## config.mk

```make
export PLATFORM = sky130hd
export DESIGN_NAME = ula_sequenciador
export DESIGN_NICKNAME = d
export VERILOG_FILES = /design/src/rtl/ula_sequenciador_pkg.sv /design/src/rtl/detector_borda_botao.sv /design/src/rtl/ula_sequenciador.sv
export SDC_FILE = /design/constraint.sdc
export NUM_CORES = 1
export LEC_CHECK = 0
export CORE_UTILIZATION = 43
export CTS_CLUSTER_SIZE = 8
export DETAILED_ROUTE_END_ITERATION = 12
export PLACE_DENSITY_LB_ADDON = 0.08
export SYNTH_ARGS = -nofsm -noshare
export SYNTH_HDL_FRONTEND = slang
export SYNTH_HIERARCHICAL = 1
export SYNTH_SLANG_ARGS = --single-unit
```

## constraint.sdc

```tcl
create_clock -name Clock_in -period 1.75 [get_ports Clock_in]
set_input_delay 0.35 -clock Clock_in [delete_from_list [all_inputs] [get_ports Clock_in]]
set_output_delay 0.35 -clock Clock_in [all_outputs]
set_load 0.005 [all_outputs]
```

## src/rtl/ula_sequenciador_pkg.sv

```systemverilog
// Shared definitions for the ALU operator sequencer: FSM state codes,
// ALU flag codes and the flag-to-LED decode.
package ula_pkg;

   typedef enum logic [2:0] {
      CARREGA_A  = 3'd0,
      CARREGA_B  = 3'd1,
      CARREGA_OP = 3'd2,
      EXEC       = 3'd3,
      MOSTRA     = 3'd4
   } estado_t;

   // Flag codes as produced by the ALU; the ALU must use these same values.
   localparam logic [2:0] FLAG_NENHUM   = 3'b000;
   localparam logic [2:0] FLAG_ZERO     = 3'b001;
   localparam logic [2:0] FLAG_CARRY    = 3'b010;
   localparam logic [2:0] FLAG_ERRO     = 3'b100;
   localparam logic [2:0] FLAG_NADA     = 3'b110;
   localparam logic [2:0] FLAG_OVERFLOW = 3'b111;

   typedef struct packed {
      logic zero;
      logic carry;
      logic erro;
      logic overflow;
   } leds_t;

   // Undefined codes (011, 101) light Erro so a bad ALU response is visible.
   function automatic leds_t decodifica_flags(input logic [2:0] f);
      leds_t l;
      l = '0;
      case (f)
         FLAG_NENHUM,
         FLAG_NADA:     l = '0;
         FLAG_ZERO:     l.zero = 1'b1;
         FLAG_CARRY:    l.carry = 1'b1;
         FLAG_ERRO:     l.erro = 1'b1;
         FLAG_OVERFLOW: l.overflow = 1'b1;
         default:       l.erro = 1'b1;
      endcase
      return l;
   endfunction

endpackage

```

## src/rtl/detector_borda_botao.sv

```systemverilog
// Button front end: input register(s), optional debounce filter
// (macro ULA_SEQ_DEBOUNCE_EN) and a one-cycle rising-edge pulse.
module detector_borda_botao #(
   parameter int DEBOUNCE_CYCLES = 16
) (
   input  logic Clock_in,
   input  logic Reset_in,
   input  logic Botao_in,
   output logic Pulso_out
);

`ifdef ULA_SEQ_DEBOUNCE_EN
   localparam int CW = $clog2(DEBOUNCE_CYCLES + 1);

   logic          sync1_q, sync2_q, filt_q, prev_q;
   logic [CW-1:0] cnt_q;

   // Two-flop synchronizer, then the filtered level only follows after a run of equal samples.
   always_ff @(posedge Clock_in) begin
      if (Reset_in) begin
         sync1_q <= 1'b0;
         sync2_q <= 1'b0;
         filt_q  <= 1'b0;
         prev_q  <= 1'b0;
         cnt_q   <= '0;
      end else begin
         sync1_q <= Botao_in;
         sync2_q <= sync1_q;
         prev_q  <= filt_q;
         if (sync2_q == filt_q) begin
            cnt_q <= '0;
         end else if (cnt_q == CW'(DEBOUNCE_CYCLES - 1)) begin
            filt_q <= sync2_q;
            cnt_q  <= '0;
         end else begin
            cnt_q <= cnt_q + 1'b1;
         end
      end
   end

   assign Pulso_out = filt_q & ~prev_q;
`else
   logic btn_q, prev_q;

   // Single register stage plus the delayed copy used for edge detection.
   always_ff @(posedge Clock_in) begin
      if (Reset_in) begin
         btn_q  <= 1'b0;
         prev_q <= 1'b0;
      end else begin
         btn_q  <= Botao_in;
         prev_q <= btn_q;
      end
   end

   assign Pulso_out = btn_q & ~prev_q;
`endif

endmodule

```

## src/rtl/ula_sequenciador.sv

```systemverilog
// Operator-side ALU driver: loads A, B and opcode on button presses, holds
// them stable for SETTLE_CYCLES, captures result/flags and lights the LEDs.
// Optional button debounce is enabled with macro ULA_SEQ_DEBOUNCE_EN.
module ula_sequenciador
   import ula_pkg::*;
#(
   parameter int SETTLE_CYCLES   = 2,
   parameter int DEBOUNCE_CYCLES = 16
) (
   input  logic       Clock_in,
   input  logic       Reset_in,
   input  logic [7:0] Chaves_in,
   input  logic       Carry_Chave_in,
   input  logic       Botao_in,
   output logic [7:0] A_out,
   output logic [7:0] B_out,
   output logic       C_out,
   output logic [2:0] Operacao_out,
   input  logic [7:0] Ula_Saida_in,
   input  logic [2:0] Ula_Flags_in,
   output logic [7:0] Resultado_out,
   output logic       Led_Zero_out,
   output logic       Led_Carry_out,
   output logic       Led_Erro_out,
   output logic       Led_Overflow_out,
   output logic       Valido_out,
   output logic [2:0] Estado_out
);

   estado_t    estado_q;
   logic [7:0] a_q, b_q, res_q;
   logic       c_q, valido_q;
   logic [2:0] op_q;
   logic [3:0] cnt_q;
   leds_t      leds_q;
   logic       pulso;

   detector_borda_botao #(.DEBOUNCE_CYCLES(DEBOUNCE_CYCLES)) u_botao (
      .Clock_in  (Clock_in),
      .Reset_in  (Reset_in),
      .Botao_in  (Botao_in),
      .Pulso_out (pulso)
   );

   // Sequencer FSM; every output is a register so the ALU inputs only move on load edges.
   always_ff @(posedge Clock_in) begin
      if (Reset_in) begin
         estado_q <= CARREGA_A;
         a_q      <= '0;
         b_q      <= '0;
         c_q      <= 1'b0;
         op_q     <= '0;
         res_q    <= '0;
         leds_q   <= '0;
         valido_q <= 1'b0;
         cnt_q    <= '0;
      end else begin
         case (estado_q)
            CARREGA_A: if (pulso) begin
               a_q      <= Chaves_in;
               valido_q <= 1'b0;
               leds_q   <= '0;
               estado_q <= CARREGA_B;
            end
            CARREGA_B: if (pulso) begin
               b_q      <= Chaves_in;
               estado_q <= CARREGA_OP;
            end
            CARREGA_OP: if (pulso) begin
               op_q     <= Chaves_in[2:0];
               c_q      <= Carry_Chave_in;
               cnt_q    <= '0;
               estado_q <= EXEC;
            end
            EXEC: begin
               if (cnt_q == 4'(SETTLE_CYCLES - 1)) begin
                  res_q    <= Ula_Saida_in;
                  leds_q   <= decodifica_flags(Ula_Flags_in);
                  valido_q <= 1'b1;
                  estado_q <= MOSTRA;
               end else begin
                  cnt_q <= cnt_q + 1'b1;
               end
            end
            MOSTRA: if (pulso) estado_q <= CARREGA_A;
            default: estado_q <= CARREGA_A;
         endcase
      end
   end

   assign A_out            = a_q;
   assign B_out            = b_q;
   assign C_out            = c_q;
   assign Operacao_out     = op_q;
   assign Resultado_out    = res_q;
   assign Led_Zero_out     = leds_q.zero;
   assign Led_Carry_out    = leds_q.carry;
   assign Led_Erro_out     = leds_q.erro;
   assign Led_Overflow_out = leds_q.overflow;
   assign Valido_out       = valido_q;
   assign Estado_out       = estado_q;

endmodule

```

==> Yosys cells after proc, flatten, opt, wreduce, memory -nomap -nowiden <==
Index checks and enable logic that the tools add are counted.
{ "word_totals": {"register_bits": 42, "input_bits": 23, "output_inout_bits": 36, "elab_cells": 62} }
{ "classes": {"n_addsub": 1, "eq_ne": 15, "n_mux": 18, "n_bitwise": 2, "n_reduce_logical": 12} }
{ "op_table": {"columns": ["operator", "n"], "rows": [
  ["$pmux 4 s2", 2],
  ["$mux 3", 5],
  ["$pmux 3 s5", 1],
  ["$mux 4", 3],
  ["$ne 2x2->1 const B", 6],
  ["$eq 3x2->1 const B", 3],
  ["$eq 3x3->1 const B", 3],
  ["$reduce_and 2->1", 4],
  ["$eq 3x1->1 const B", 2],
  ["$logic_not 3->1", 2],
  ["$mux 1", 6],
  ["$reduce_and 3->1", 2],
  ["$reduce_and 5->1", 1],
  ["$reduce_or 5->1", 1],
  ["$add 4x1->4 const B", 1],
  ["$eq 4x1->1 const B", 1],
  ["$reduce_bool 2->1", 2],
  ["$pmux 1 s2", 1],
  ["$and 1x1->1", 1],
  ["$not 1->1", 1]
]} }

==> Longest topological paths before layout <==
{ "logic_depth": {"depth_word": 5, "ltp_mapped": 7, "depth_no_buf": 5} }

==> Hierarchy <==
The synthesis kept the hierarchy.
{ "by_module_without_submodules": {"columns": ["mod", "n_inst", "cells_each", "area_each_um2", "seq_area_each_um2"], "rows": [
  ["ula_sequenciador", 1, 192, 1685.4, 800.8],
  ["detector_borda_botao", 1, 5, 61.3, 40.0]
]} }

==> Worst setup path after synthesis <==
No wires, ideal clock.
{ "synth_path": {"path_kind": "register to register", "from": "reg cnt_q[1]", "to": "reg cnt_q[0]", "setup_time_ps": 70, "t_arrival_ps": 1487, "required_time_ps": 1680, "setup_slack_ps": 193, "path_stages_with_launch": 7, "path_buffers": 1, "period_less_slack_ps": 1557, "path_cell_list": "dfxtp_1 > inv_1 > ha_1 > and4bb_1 > buf_6 > or4_1 > a21oi_1"} }
{ "synth_between": {"elab_chain_len": 3} }
{ "synth_rtl": {"columns": ["item", "line_no", "text"], "rows": [
  ["start, declared", "ula_sequenciador.sv:34", "logic [3:0] cnt_q;"],
  ["start signal, assigned", "ula_sequenciador.sv:82", "cnt_q <= cnt_q + 1'b1;"],
  ["$eq 4x1->1", "ula_sequenciador.sv:76", "if (cnt_q == 4'(SETTLE_CYCLES - 1)) begin"],
  ["$ne 2x2->1 (no line)", null, null],
  ["$reduce_and 3->1 (no line)", null, null]
]} }
No other way between the ends.
A chain may end at the register's enable or synchronous reset.

==> Final worst setup path <==
{ "layout_path": {"from": "reg estado_q[2] (netlist: Estado_out[2])", "to": "out Estado_out[2]"} }
{ "layout_rtl": {"columns": ["item", "line_no", "text"], "rows": [
  ["start, declared", "ula_sequenciador.sv:30", "estado_t estado_q;"],
  ["start signal, assigned", "ula_sequenciador.sv:48", "estado_q <= CARREGA_A;"],
  ["start signal, assigned", "ula_sequenciador.sv:63", "estado_q <= CARREGA_B;"],
  ["start signal, assigned", "ula_sequenciador.sv:67", "estado_q <= CARREGA_OP;"],
  ["end, declared", "ula_sequenciador.sv:27", "output logic [2:0] Estado_out"]
]} }
No word-level cell between the ends.

==> flow_summary.toml <==
[status]
status = "completed"

[clock_network]
cts_setup_buffers = 0
cts_buffers = 5
insertion_delay_ps = 290
clock-sinks = 42
h-tree-depth = 2
cts.path.max_buffers = 2
tritoncts = "built"
clkTransAtPathRegs_ps = 70
root_buffer = "clkbuf_8"

[floorplan]
core_um2 = 3770
ios = 59
die_h_um = 65.7
initial_utilization_pct = 46.3
row_count = 22
die_area_um2 = 4320
fp.dieW_um = 65.7

[route]
routed_via_density = 5.27
avgRoutedWirePerCell_um = 13.4
num_vias = 1614
ant_nets = 0
first_pass_iters = 4
remaining_drc_errors = 0
drt_iter0_drc = 104
wl_um = 4110

[finish]
final_cell_mix = "58 x clkdlybuf4s50_1, 40 x dfxtp_1, 28 x a21oi_1"
nNetsFinal = 283
n_antenna_cell = 0
fin_util_pct = 66.7
drive_gt1_share_pct = 9.69
area_growth_pct = 44.1
fin_area_um2 = 2520
layout_commonest_cell = "clkdlybuf4s50_1"

[setup_path]
critPathArrivalTime_ps = 1330
crit_family = "buffers and inverters"
cp_cell_sequence = "buf_4 -> clkdlybuf4s50_1"
worstSetupEndpointType = "output port"
regToRegSetupSlack_ps = 160
cp.required_ps = 1400
crit_type = "register to output port"
crit_buf_inv = 2
critPathLaunchType = "register"
cp_max_fo = 6
cpPeakStageDelay_ps = 500
slowest_stage = "clkdlybuf4s50_1"

[timing]
relSlewSlack_pct = 69.8
max_freq_mhz = 597
finalSetupTns_ps = 0
fin_skew_ps = 3.24
worstMarginPinSlew_ps = 453
whs_ps = 459
setup_violations = 0
maxSlewViolCount = 0
rsz0062_at_grt = "false"
period_needed_ps = 1680
min_period_over_period_pct = 95.8
finalHoldViolations = 0

[yosys]
postSynthCellCount = 197
syn-cell-area_um2 = 1750
yosysWarnings = 6
yosysTopAreaCellShare_pct = 48.1
synthXorXnorAreaFrac_pct = 0
synth_nets = 222
syn_area_per_cell_um2 = 8.87
yosys-top-cells-area = "dfxtp_1 48%, a21oi_1 8.0%, mux2i_1 5.7%, nand2_1 5.6%, nand3_1 3.7%"
synth_mux_area_share_pct = 5.73
synth_compound_area_share_pct = 14.7
synth_top_family_by_area = "simple AND/OR/NAND/NOR gates"
synth.distinct_cells = 36
synth_top_area_cell = "dfxtp_1"
yosys.area_share.simple_pct = 24.9
synth_adder_area_share_pct = 1.43
ys_seq_area_share_pct = 48.1
ys_seq_elements = 42

[global_route]
grt_max_degree = 27
grt_pass1_vias = 1527
grt_use_total_pct = 20.0
grt_first_pass_wirelength_um = 6620
antenna_found_initial = 0
grt-ovfl-total = 0

[pwr]
switching_share_pct = 20.8
p_per_area_nw_per_um2 = 769
pwr-share-clk_pct = 39.8
seqPwrFrac_pct = 51.0
peakVddDrop_mv = 0.451
switching_power_w = 0.000403
p_int_w = 0.00153
cellLeakagePower_nw = 0.875
comb_power_share_pct = 9.2

[placed_design]
placed_area_um2 = 2400
io_buffers = 58
gp_congestion = 0.746
hpwl_um = 2870

[min_path]
hp-class = "register to register"

[flow_run]
drv_cap = 0
==> path summary, 6_finish.rpt <==
check	from	cells past startpoint	end
max reg2reg	cnt_q[1]	5	cnt_q[1]
min	Operacao_out[0]	2	Operacao_out[0]
max	Estado_out[2]	2	Estado_out[2]
min reg2reg	Operacao_out[0]	2	Operacao_out[0]
==> registers in the layout, summed over array words and instances (netlist names), 3 cells and up <==
signal,cells
A_out,8
B_out,8
Resultado_out,8
cnt_q,4
Estado_out,3
Operacao_out,3
==> Yosys cell counts <==
| master | count |
|---|---|
| clkbuf_2 | 1 |
| nor3_1 | 3 |
| ha_1 | 2 |
| dfxtp_1 | 42 |
| and3_1 | 1 |
| o31ai_1 | 2 |
| nand4_1 | 1 |
| o311ai_0 | 1 |
| nand3_1 | 13 |
| nor3b_1 | 1 |
| nand4bb_1 | 2 |
| buf_2 | 5 |
| a211oi_1 | 1 |
| a21oi_1 | 28 |
| nor4bb_1 | 1 |
| buf_6 | 2 |
| nand2_1 | 26 |
| nand4b_1 | 1 |
| nor4_1 | 1 |
| clkbuf_1 | 8 |
| o211ai_1 | 5 |
| o21ai_0 | 8 |
| a22oi_1 | 1 |
| and3b_1 | 2 |
| mux2i_1 | 10 |
| or4b_1 | 1 |
| nor4b_2 | 1 |
| and4bb_2 | 1 |
| nor2_1 | 11 |
| inv_1 | 2 |
| nor2b_1 | 4 |
| or3_1 | 2 |
| or4_1 | 2 |
| and4bb_1 | 1 |
| nand2b_1 | 3 |
| nor2b_2 | 1 |
==> layer usage <==
metal  GRT usage (%)  part of all wire, %
met4            8.15                  1.3
met1            25.1                   47
met3            5.90                  5.6
met2            31.8                   46
met5               0                    0
==> cell families after synthesis <==
kind of cell,after synthesis
adders and majority gates,2
buffers and inverters,18
DFF,42
muxes,10
AOI/OAI and AO/OA,46
and+or+nand+nor,79
==> what timing repair did <==
| action | CTS | global route |
|---|---|---|
| hold buffers | 0 | 0 |
| endpoints found under the setup margin | 2 | 0 |
| gates resized for setup | 2 | 0 |
| endpoints found under the hold margin | 0 | 0 |
==> tightest hold or removal path, cell delays in order, from the launching register on <==
cell     delay (ps)
dfxtp_1         310
nand2_1          50
a21oi_1          50
==> final cells by class <==
type | instances | area [um2]
Clock inverter | 1 | 30.0
Inverter | 2 | 7.51
Multi-Input combinational cell | 137 | 822
Clock buffer | 6 | 82.6
Timing Repair Buffer | 70 | 671
Sequential cell | 42 | 843
Fill cell | 309 | 1250
Tap cell | 48 | 60.1
==> power by group through the flow <==
stage               clock network [W]  registers [W]   logic, W
floorplan                           0        0.00100  0.0000731
global placement                    0        0.00101   0.000178
detailed placement                  0        0.00101   0.000179
CTS                          0.000789       0.000986   0.000180
global route                 0.000825       0.000988   0.000196
finish                       0.000770       0.000986   0.000178
==> stage by stage <==
| stage | std cells | setup WS, ps | total power, W |
|---|---|---|---|
| 6_report | 306 | 74.2 | 0.00193 |
| 5_1_grt | 306 | 27.0 | 0.00201 |
| 4_1_cts | 306 | 62.7 | 0.00195 |
| 3_5_place_dp | 299 | 174 | 0.00119 |
| 3_3_place_gp | 299 | 188 | 0.00118 |
| 2_1_floorplan | 197 | 193 | 0.00108 |
No activity file was read; power rests on OpenSTA's default activity.
